**config.mk**
```make
export PLATFORM = sky130hd
export DESIGN_NAME = icache_mem_arbiter
export DESIGN_NICKNAME = d
export VERILOG_FILES = /design/src/rtl/icache_mem_pkg.sv /design/src/rtl/icache_req_prio_arb.sv /design/src/rtl/icache_mem_arbiter.sv
export SDC_FILE = /design/constraint.sdc
export NUM_CORES = 1
export LEC_CHECK = 0
export CAP_MARGIN = 0
export CORE_MARGIN = 5
export CORE_UTILIZATION = 35
export CTS_CLUSTER_SIZE = 8
export DETAILED_ROUTE_END_ITERATION = 8
export PLACE_DENSITY = 0.71
export SLEW_MARGIN = 20
export SYNTH_ARGS = -nofsm -noshare
export SYNTH_HDL_FRONTEND = slang
export SYNTH_SLANG_ARGS = --single-unit
export TNS_END_PERCENT = 100
```
**constraint.sdc**
```tcl
create_clock -name clk -period 5.6 [get_ports clk]
set_input_delay 1.4 -clock clk [delete_from_list [all_inputs] [get_ports clk]]
set_output_delay 1.4 -clock clk [all_outputs]
set_load 0.05 [all_outputs]
```
**src/rtl/icache_mem_pkg.sv**
```systemverilog
// icache_mem_pkg: shared constants for the icache memory-port arbiter
package icache_mem_pkg;
  localparam int ADDR_W = 16;
  localparam int MEM_DATA_W = 40;
  localparam int N_BEATS = 8;
  localparam int STARVE_LIM = 4;
  localparam logic [1:0] S_IDLE = 2'd0;
  localparam logic [1:0] S_REQ = 2'd1;
  localparam logic [1:0] S_WAIT = 2'd2;
  localparam logic [1:0] S_RECV = 2'd3;
  localparam logic ID_DEMAND = 1'b0;
  localparam logic ID_PREFETCH = 1'b1;
endpackage

```
**src/rtl/icache_req_prio_arb.sv**
```systemverilog
// icache_req_prio_arb: demand-first two-way select with a prefetch starvation guard
module icache_req_prio_arb
  import icache_mem_pkg::*;
#(
  parameter int STARVE_LIMIT = STARVE_LIM
) (
  input  logic       clk,
  input  logic       rst,
  input  logic       en,
  input  logic       req0,
  input  logic       req1,
  output logic [1:0] gnt,
  output logic       gnt_id
);
  localparam int CW = $clog2(STARVE_LIMIT + 1);
  logic [CW-1:0] starve_cnt;
  logic force1;
  assign force1 = starve_cnt == CW'(STARVE_LIMIT);
  assign gnt = {req1 & (~req0 | force1), req0 & ~(req1 & force1)};
  assign gnt_id = gnt[1] ? ID_PREFETCH : ID_DEMAND;
  always_ff @(posedge clk)
    if (rst) starve_cnt <= '0;
    else if (en & gnt[1]) starve_cnt <= '0;
    else if (en & gnt[0] & req1 & ~force1) starve_cnt <= starve_cnt + 1'b1;
endmodule

```
**src/rtl/icache_mem_arbiter.sv**
```systemverilog
// icache_mem_arbiter: shares the icache memory port between demand misses and the prefetcher,
// issuing one block address and forwarding its tagged beats
module icache_mem_arbiter
  import icache_mem_pkg::*;
#(
  parameter int ADDR_WIDTH = ADDR_W,
  parameter int MEM_DATA_WIDTH = MEM_DATA_W,
  parameter int NUM_BEATS = N_BEATS,
  parameter int STARVE_LIMIT = STARVE_LIM
) (
  input  logic                         clk,
  input  logic                         rst,
  input  logic                         i_halt,
  input  logic [ADDR_WIDTH-1:0]        i_req0_addr,
  input  logic [ADDR_WIDTH-1:0]        i_req1_addr,
  input  logic                         i_req0_valid,
  input  logic                         i_req1_valid,
  output logic                         o_req0_ready,
  output logic                         o_req1_ready,
  output logic [ADDR_WIDTH-1:0]        o_mem_req_addr,
  output logic                         o_mem_req_valid,
  input  logic                         i_mem_req_ready,
  input  logic [MEM_DATA_WIDTH-1:0]    i_mem_data,
  input  logic                         i_mem_data_valid,
  output logic                         o_mem_ready,
  output logic [MEM_DATA_WIDTH-1:0]    o_rsp_data,
  output logic                         o_rsp_valid,
  output logic                         o_rsp_id,
  output logic [$clog2(NUM_BEATS)-1:0] o_rsp_beat,
  output logic                         o_rsp_last,
  output logic                         o_busy,
  output logic                         o_proto_err
);
  localparam int BW = $clog2(NUM_BEATS);
  logic [1:0] state, state_d;
  logic [ADDR_WIDTH-1:0] addr_q;
  logic id_q, rsp_valid_q, idle, accept, beat_take, last_beat, gnt_id;
  logic [BW-1:0] beat_cnt;
  logic [1:0] gnt;
  assign idle = state == S_IDLE;
  assign accept = idle & ~i_halt & |gnt;
  icache_req_prio_arb #(.STARVE_LIMIT(STARVE_LIMIT)) u_arb (
    .clk(clk), .rst(rst), .en(accept), .req0(i_req0_valid), .req1(i_req1_valid),
    .gnt(gnt), .gnt_id(gnt_id)
  );
  assign o_req0_ready = idle & ~i_halt & gnt[0];
  assign o_req1_ready = idle & ~i_halt & gnt[1];
  // Valid is withheld during halt so memory cannot complete a handshake the FSM would miss
  assign o_mem_req_valid = (state == S_REQ) & ~i_halt;
  assign o_mem_req_addr = o_mem_req_valid ? addr_q : '0;
  assign o_mem_ready = (state == S_WAIT | state == S_RECV) & ~i_halt;
  assign beat_take = o_mem_ready & i_mem_data_valid;
  assign last_beat = &beat_cnt;
  assign o_rsp_valid = rsp_valid_q & ~i_halt;
  assign o_busy = ~idle;
  always_comb begin
    state_d = accept ? S_REQ
            : (o_mem_req_valid & i_mem_req_ready) ? S_WAIT
            : beat_take ? (last_beat ? S_IDLE : S_RECV)
            : state;
  end
  always_ff @(posedge clk)
    if (rst) begin
      state <= S_IDLE;
      addr_q <= '0;
      id_q <= 1'b0;
      beat_cnt <= '0;
      rsp_valid_q <= 1'b0;
      o_rsp_data <= '0;
      o_rsp_id <= 1'b0;
      o_rsp_beat <= '0;
      o_rsp_last <= 1'b0;
      o_proto_err <= 1'b0;
    end else if (!i_halt) begin
      state <= state_d;
      rsp_valid_q <= beat_take;
      if (accept) begin
        addr_q <= gnt[1] ? i_req1_addr : i_req0_addr;
        id_q <= gnt_id;
      end
      if (beat_take) begin
        beat_cnt <= beat_cnt + 1'b1;
        o_rsp_data <= i_mem_data;
        o_rsp_id <= id_q;
        o_rsp_beat <= beat_cnt;
        o_rsp_last <= last_beat;
      end
      if (state == S_REQ && i_mem_data_valid) o_proto_err <= 1'b1;
    end
endmodule

```
# Yosys cells after proc, flatten, opt, wreduce, memory -nomap -nowiden
# Cells that the tools add are included.
# W data, S select, Z words.
# totals
ff_bits	72
out_inout_bits	68
elab_cells	57
in_bits	79
# classes
eq_ne	4
add_sub_neg	2
reduce_logical	10
n_mux	7
n_bitwise	23
# op_table
operator	n
$mux W16	2
$and A1 B1 Y1	16
$mux W2	4
$reduce_and A2 Y1	4
$add A3 B1 Y3 const B	2
$not A1 Y1	5
$eq A2 B2 Y1 const B	2
$reduce_or A2 Y1	2
$eq A3 B3 Y1 const B	1
$reduce_and A3 Y1	1
$reduce_bool A3 Y1	1
$eq A2 B1 Y1 const B	1
$logic_not A2 Y1	1
$or A1 B1 Y1	2
$logic_and A1 B1 Y1	1
$mux W1	1

# Depth between registers and ports, before layout
# Gate-level depths: netlist of run 1.
# depth
depth_word	9
mapped_depth	7
mapped_depth_nobuf	5

# Hierarchy
# A second synthesis of run 1 with hierarchy kept.
# hier_totals
hier_cells	356
area_unflattened_um2	3006.6
# by_module_without_submodules
mod	area_each_um2	instances	cells_each	seq_area_each_um2
icache_mem_arbiter	2819.0	1	332	1381.3
icache_req_prio_arb	187.7	1	24	60.1

# Worst setup path after synthesis of run 1
# No wires, ideal clock.
# synth_path
path_type	input to output
startpoint	in i_halt
endpoint	out o_mem_req_addr[10]
t_required_ps	4200
path_buffers	2
setup_slack_ps	1082
arrival_time_ps	3118
path_stages	4
path_cell_list	buf_6 nor3b_1 clkbuf_1 and2_1
# synth_between
elab_chain_cells	3
# synth_rtl
item	line	source
start: declaration	icache_mem_arbiter.sv:13	input logic i_halt,
$not A1 Y1 (no source line)	-	
$and A1 B1 Y1	icache_mem_arbiter.sv:49	assign o_mem_req_valid = (state == S_REQ) & ~i_halt;
net o_mem_req_valid	icache_mem_arbiter.sv:21	output logic o_mem_req_valid,
$mux W16	icache_mem_arbiter.sv:50	assign o_mem_req_addr = o_mem_req_valid ? addr_q : '0;
end: declaration	icache_mem_arbiter.sv:20	output logic [ADDR_WIDTH-1:0] o_mem_req_addr,
# The timed path passes the listed nets, and every way through them passes these cells.

# Worst setup path in the final report of run 1
# layout_path
startpoint	in i_halt
endpoint	out o_req1_ready
# layout_between
elab_chain_cells	3
# layout_rtl
item	line	source
$not A1 Y1 (no source line)	-	
$and A1 B1 Y1 (2 in a row)	icache_mem_arbiter.sv:47	assign o_req1_ready = idle & ~i_halt & gnt[1];
end: declaration	icache_mem_arbiter.sv:19	output logic o_req1_ready,
# Every way passes these cells.

==> results of run 1 <==
report_power, final:
group	leakage, nW	internal [mW]	switching [mW]
Combinational	0.934	0.0848	0.0831
Sequential	0.584	0.527	0.0101
Clock	0.110	0.250	0.187
stage by stage:
step / hold WS [ns] / util, %
after floorplan: 0.428 / -
after global placement: 0.441 / 54.3
after detailed placement: 0.445 / 54.3
after CTS: 0.457 / 56.9
after global routing: 0.475 / 56.9
final: 0.453 / 56.9
Yosys cell counts (all sizes together), types with 3 or more instances:
| master | count |
|---|---|
| ha | 4 |
| nor2 | 3 |
| and2 | 17 |
| nor3b | 3 |
| nand2 | 99 |
| a311oi | 16 |
| o21ai | 19 |
| clkbuf | 24 |
| dfxtp | 72 |
| nand3 | 17 |
| buf | 10 |
| a21oi | 68 |
| inv | 4 |
layer usage:
metal / share of wire [%] / global-route usage [%] / vias to the layer above
li1: - / - / 1543
met1: 42 / 21.5 / 1385
met2: 47 / 26.8 / 120
met3: 8.5 / 4.67 / 18
met4: 2.4 / 7.27 / 0
met5: 0 / 0 / -
worst min-delay path, cell delays in order, from the launching register on:
cell	delay, ns
dfxtp_1	0.31
nand2_1	0.05
a21oi_1	0.05
registers in the layout, summed over array words and instances, names as in the netlist:
register,flops
state,2
o_rsp_beat,3
o_rsp_id,1
o_rsp_last,1
rsp_valid_q,1
u_arb.starve_cnt,3
addr_q,16
o_rsp_data,40
id_q,1
beat_cnt,3
o_proto_err,1
logic make-up (layout without fill, tap and decap cells):
family | after synthesis | in the layout | share of synthesized area [%]
buffers and inverters | 38 | 173 | 5.56
flip-flops | 72 | 72 | 48.1
adder cells (fa/ha/maj) | 4 | 4 | 1.67
XOR/XNOR | 1 | 1 | 0.292
AO/OA/AOI/OAI | 110 | 110 | 21.1
AND/OR/NAND/NOR | 153 | 153 | 23.3
how the worst max path moves through the flow:
stage          startpoint                  to  slack, ns  cells after the start
6_report           i_halt        o_req1_ready       0.72                      6
5_1_grt            i_halt   o_mem_req_addr[0]       0.62                      5
4_1_cts            i_halt        o_req1_ready       0.73                      6
3_5_place_dp       i_halt  o_mem_req_addr[15]       0.74                      5
3_3_place_gp       i_halt  o_mem_req_addr[13]       0.77                      5
2_1_floorplan      i_halt  o_mem_req_addr[10]       1.08                      4
placed cells by master (no fill, tap or decap), drive strengths merged:
cell type      instances
bufinv                 2
a311oi                16
nor2b                  1
a21oi                 68
clkdlybuf4s50        141
nand3b                 1
a211oi                 1
and3                   2
and3b                  1
clkinv                 4
nor2                   3
dfxtp                 72
o21ba                  1
or3                    2
inv                    4
o21ai                 19
or4b                   1
xnor2                  1
ha                     4
and2                  17
clkbuf                10
nand3                 17
a31oi                  2
a21boi                 2
nand4                  1
nor3                   1
buf                   12
and2b                  2
or2                    2
nand2                 99
nor3b                  3
a21bo                  1
area by class of cell:
type,count,area (µm²)
Clock buffer,10,128
Clock inverter,6,83.8
Fill cell,755,3560
Inverter,4,15.0
Multi-Input combinational cell,268,1400
Sequential cell,72,1440
Tap cell,105,131
Timing Repair Buffer,153,1500
==> reports/qor.yml, run 1 <==
status: "completed"
hold_viol_final: 0
netlist_area_um2: 3000
placed_cell_area_um2: 4480
drt-total-wl_um: 8990
hold_buffers: 0
netlist_top_cells_area: "dfxtp_1, nand2_1, a21oi_1"
viasPerCell: 4.96
power_mw: 1.14
p_leak_nw: 1.63
drtAntennaViolNets: 0
async_flop_share_pct: 0
slew_violations: 0
drt-initial-drc-count: 101
clock-sinks: 72
synth_cell_types: 32
startpoint_type: "input port"
firstDrtPassIters: 4
worstPathArrival_ns: 3.48
hold_path.class: "reg2reg"
timing.rr.end: "addr_q[9]"
cpPeakStageDelay_ns: 0.83
cts.clk_slew.worst_paths_ns: 0.07
worst_path_dominant_cell_family: "buffers and inverters"
antenna_found_initial: 0
final_nets: 591
initial_core_util_pct: 36.3
cts_buffers: 9
vias: 3066
dpl.hpwl_um: 6320
synth-edff-count: 0
fp-row-count: 33
worstPathRequired_ns: 4.20
fin_setup_tns_ns: 0
peakVddDrop_v: 0.000164
setup_slack_ns: 0.717
design_area_um2: 4700
whs_path_depth: 2
htree_levels: 3
core_region_area_um2: 8260
pre_cts_ws_ns: 0.741
post_cts_resized: 0
cpMaxStageDelayCell: "clkdlybuf4s50_1"
maxCapViolCount: 0
r2r_setup_slack_ns: 3.74
clk_latency_ns: 0.32
cts_tree: "built"
grt_pass1_wl_um: 14300
num_io_pins: 147
dp_cells: 602
drive_gt1_share_pct: 7.02
postCtsSetupRepairBufs: 0
r2r-start: "state[0]"
holdPathEnd: "o_rsp_id"
grt_max_degree: 73
powerDensity_nw_per_um2: 243
path_max_fanout: 11
synth.avg_cell_area_um2: 7.92
finalCritPeriodShare_pct: 87.2
die_w_um: 103
ys_seq_elements: 72
grt_pass1_vias: 2961
yosys.area.top_type: "dfxtp_1"
max_freq_mhz: 205
synth_fp_nets: 461
die_h_um: 103
io_buffers: 146
wire_per_inst_um: 14.5
drc: 0
netlist_instances: 378
cp-end-kind: "output pin"
gp_congestion: 0.797
path_cells: "clkdlybuf4s50_1 -> buf_4 -> nor3_2 -> buf_4 -> and3_1 -> clkdlybuf4s50_1"
clock_skew_ns: 0.00903
die_area_um2: 10500
rsz0062_at_grt: "false"
worst_r2r_path_depth: 5
cts_max_path_buffers: 2
worst_pin_slew_ns: 0.888
max-slew-margin-rel_pct: 40.8
worstHoldStart: "id_q"
critPathBufInv: 4
yosys_warnings: 0
critical_path_class: "in2out"
overflow: 0
period_minus_slack_ns: 4.88
synth_top_area_share_pct: 48.1
setup-violations-final: 0
seq_area_frac_synth_pct: 48.1
area_delta_synth_final_pct: 56.9
synth_ff_type: "dfxtp_1"
final_cell_count_no_fill: 618
grt_use_total_pct: 16.9
cts_root_buf: "clkbuf_8"
antennaDiodeCount: 0
Note: power is estimated with default switching activity, not from simulation.
==> inputs of run 2 (changes only) <==
Settings changed: DONT_BUFFER_PORTS set to 1, PLACE_DENSITY 0.71 to unset, SLEW_MARGIN 20 to 0.
==> run 2 against run 1 <==
Sequential power is 2% higher. Critical path depth down 4. Non-clock buffer count decreased by 150. Final cell count is 24% lower. Sequential cell count unchanged. Largest power group unchanged.
==> reports/qor.yml, run 2 (synthesis results as in run 1) <==
antenna_found_initial: 0
cp-end-kind: "output pin"
wl_met3_um: 782
antennaDiodeCount: 0
setup-violations-final: 0
post_cts_resized: 0
grt_pass1_wl_um: 12100
final_common_cell: "nand2_1"
overflow: 0
clock-sinks: 72
finalCritPeriodShare_pct: 71.4
cts_tree: "built"
dp_cells: 452
htree_levels: 3
design_area_um2: 3220
pre_cts_ws_ns: 1.63
critical_path_class: "in2out"
final_nets: 441
hold_viol_final: 0
grt_use_total_pct: 14.5
status: "completed"
worstPathArrival_ns: 2.60
period_minus_slack_ns: 4.00
drt-initial-drc-count: 127
m1WireLength_um: 3200
largest_reg_flops: 40
topRoutingLayerUsed: "met4"
slew_violations: 0
worstPathRequired_ns: 4.20
final_cell_mix: "nand2_1, dfxtp_1, a21oi_1"
power_mw: 1.06
p_leak_nw: 1.06
viasPerCell: 5.38
dpl.hpwl_um: 5420
cts_max_path_buffers: 2
drive_gt1_share_pct: 6.89
rsz0062_at_grt: "false"
num_io_pins: 147
max-slew-margin-rel_pct: 24.7
cts.clk_slew.worst_paths_ns: 0.07
postCtsSetupRepairBufs: 0
fill_cells: 892
vias: 2518
worst_pin_slew_ns: 1.13
worst_path_dominant_cell_family: "simple AND/OR/NAND/NOR gates"
final_cell_count_no_fill: 468
clk_latency_ns: 0.34
die_h_um: 103
peakVddDrop_v: 0.000179
wire_per_inst_um: 16.8
final_util_pct: 39.0
crit_start: "i_halt"
worstHoldStart: "rsp_valid_q"
grt_max_degree: 73
drtAntennaViolNets: 0
drc: 0
path_cells: "nor3_2 -> and3_1"
cts_buffers: 9
routed-wl-met2_um: 3830
io_buffers: 0
die_area_um2: 10500
cpMaxStageDelayCell: "and3_1"
gp_congestion: 0.746
fin_setup_tns_ns: 0
initial_core_util_pct: 36.3
core_region_area_um2: 8260
whs_ns: 0.448
r2r-start: "state[1]"
drt-total-wl_um: 7870
die_w_um: 103
reg_top3: "o_rsp_data x40, addr_q x16"
fp-row-count: 33
grt_pass1_vias: 2448
hold_buffers: 0
powerDensity_nw_per_um2: 330
path_max_fanout: 11
clock_skew_ns: 0.0110
startpoint_type: "input port"
cts_root_buf: "clkbuf_8"
area_delta_synth_final_pct: 7.52
max_freq_mhz: 250
hold_path.class: "reg2reg"
cpPeakStageDelay_ns: 0.62
critPathBufInv: 0
setup_slack_ns: 1.60
maxCapViolCount: 0
placed_cell_area_um2: 3010
firstDrtPassIters: 6
largest_register: "o_rsp_data"
run 2: cell types whose count changed in the layout (fill, tap and decap cells not counted):
cell	before	now
a21boi_1	0	1
a21boi_2	1	0
buf_2	1	0
buf_4	11	3
clkbuf_1	1	2
clkdlybuf4s50_1	141	0
clkinv_2	3	1
clkinvlp_4	0	1
run 2: where the power goes:
| group | total, mW | internal, mW | switching, mW |
|---|---|---|---|
| clock | 0.440 | 0.251 | 0.189 |
| combinational | 0.0767 | 0.0251 | 0.0517 |
| sequential | 0.547 | 0.527 | 0.0191 |
run 2: final cells by class:
class,count,area [µm²],area share (%)
clock buffers,11,131,4.08
clock inverters,5,81.3,2.53
well taps,105,131,4.08
repair buffers,3,22.5,0.699
flip-flops and latches,72,1440,44.8
inverters,4,15.0,0.466
multi-input cells,268,1400,43.4
run 2: final timing paths:
| path | slack, ns | end | depth (start not counted) |
|---|---|---|---|
| worst max-delay path | 1.60 | o_req1_ready | 2 |
| worst min-delay path | 0.45 | rsp_valid_q | 2 |
| worst max register to register | 3.38 | addr_q[12] | 4 |
| worst min register to register | 0.45 | rsp_valid_q | 2 |
run 2: worst min-delay path, stage by stage, from the launching register on:
cell,delay (ns)
dfxtp_1,0.31
nand2_1,0.05
a21oi_1,0.05
run 2: routing by layer:
layer / vias to the layer above / global-route usage, %
met4: 0 / 3.73
met1: 1182 / 17.5
li1: 1243 / -
met2: 89 / 23.8
met3: 4 / 6.29
met5: - / 0
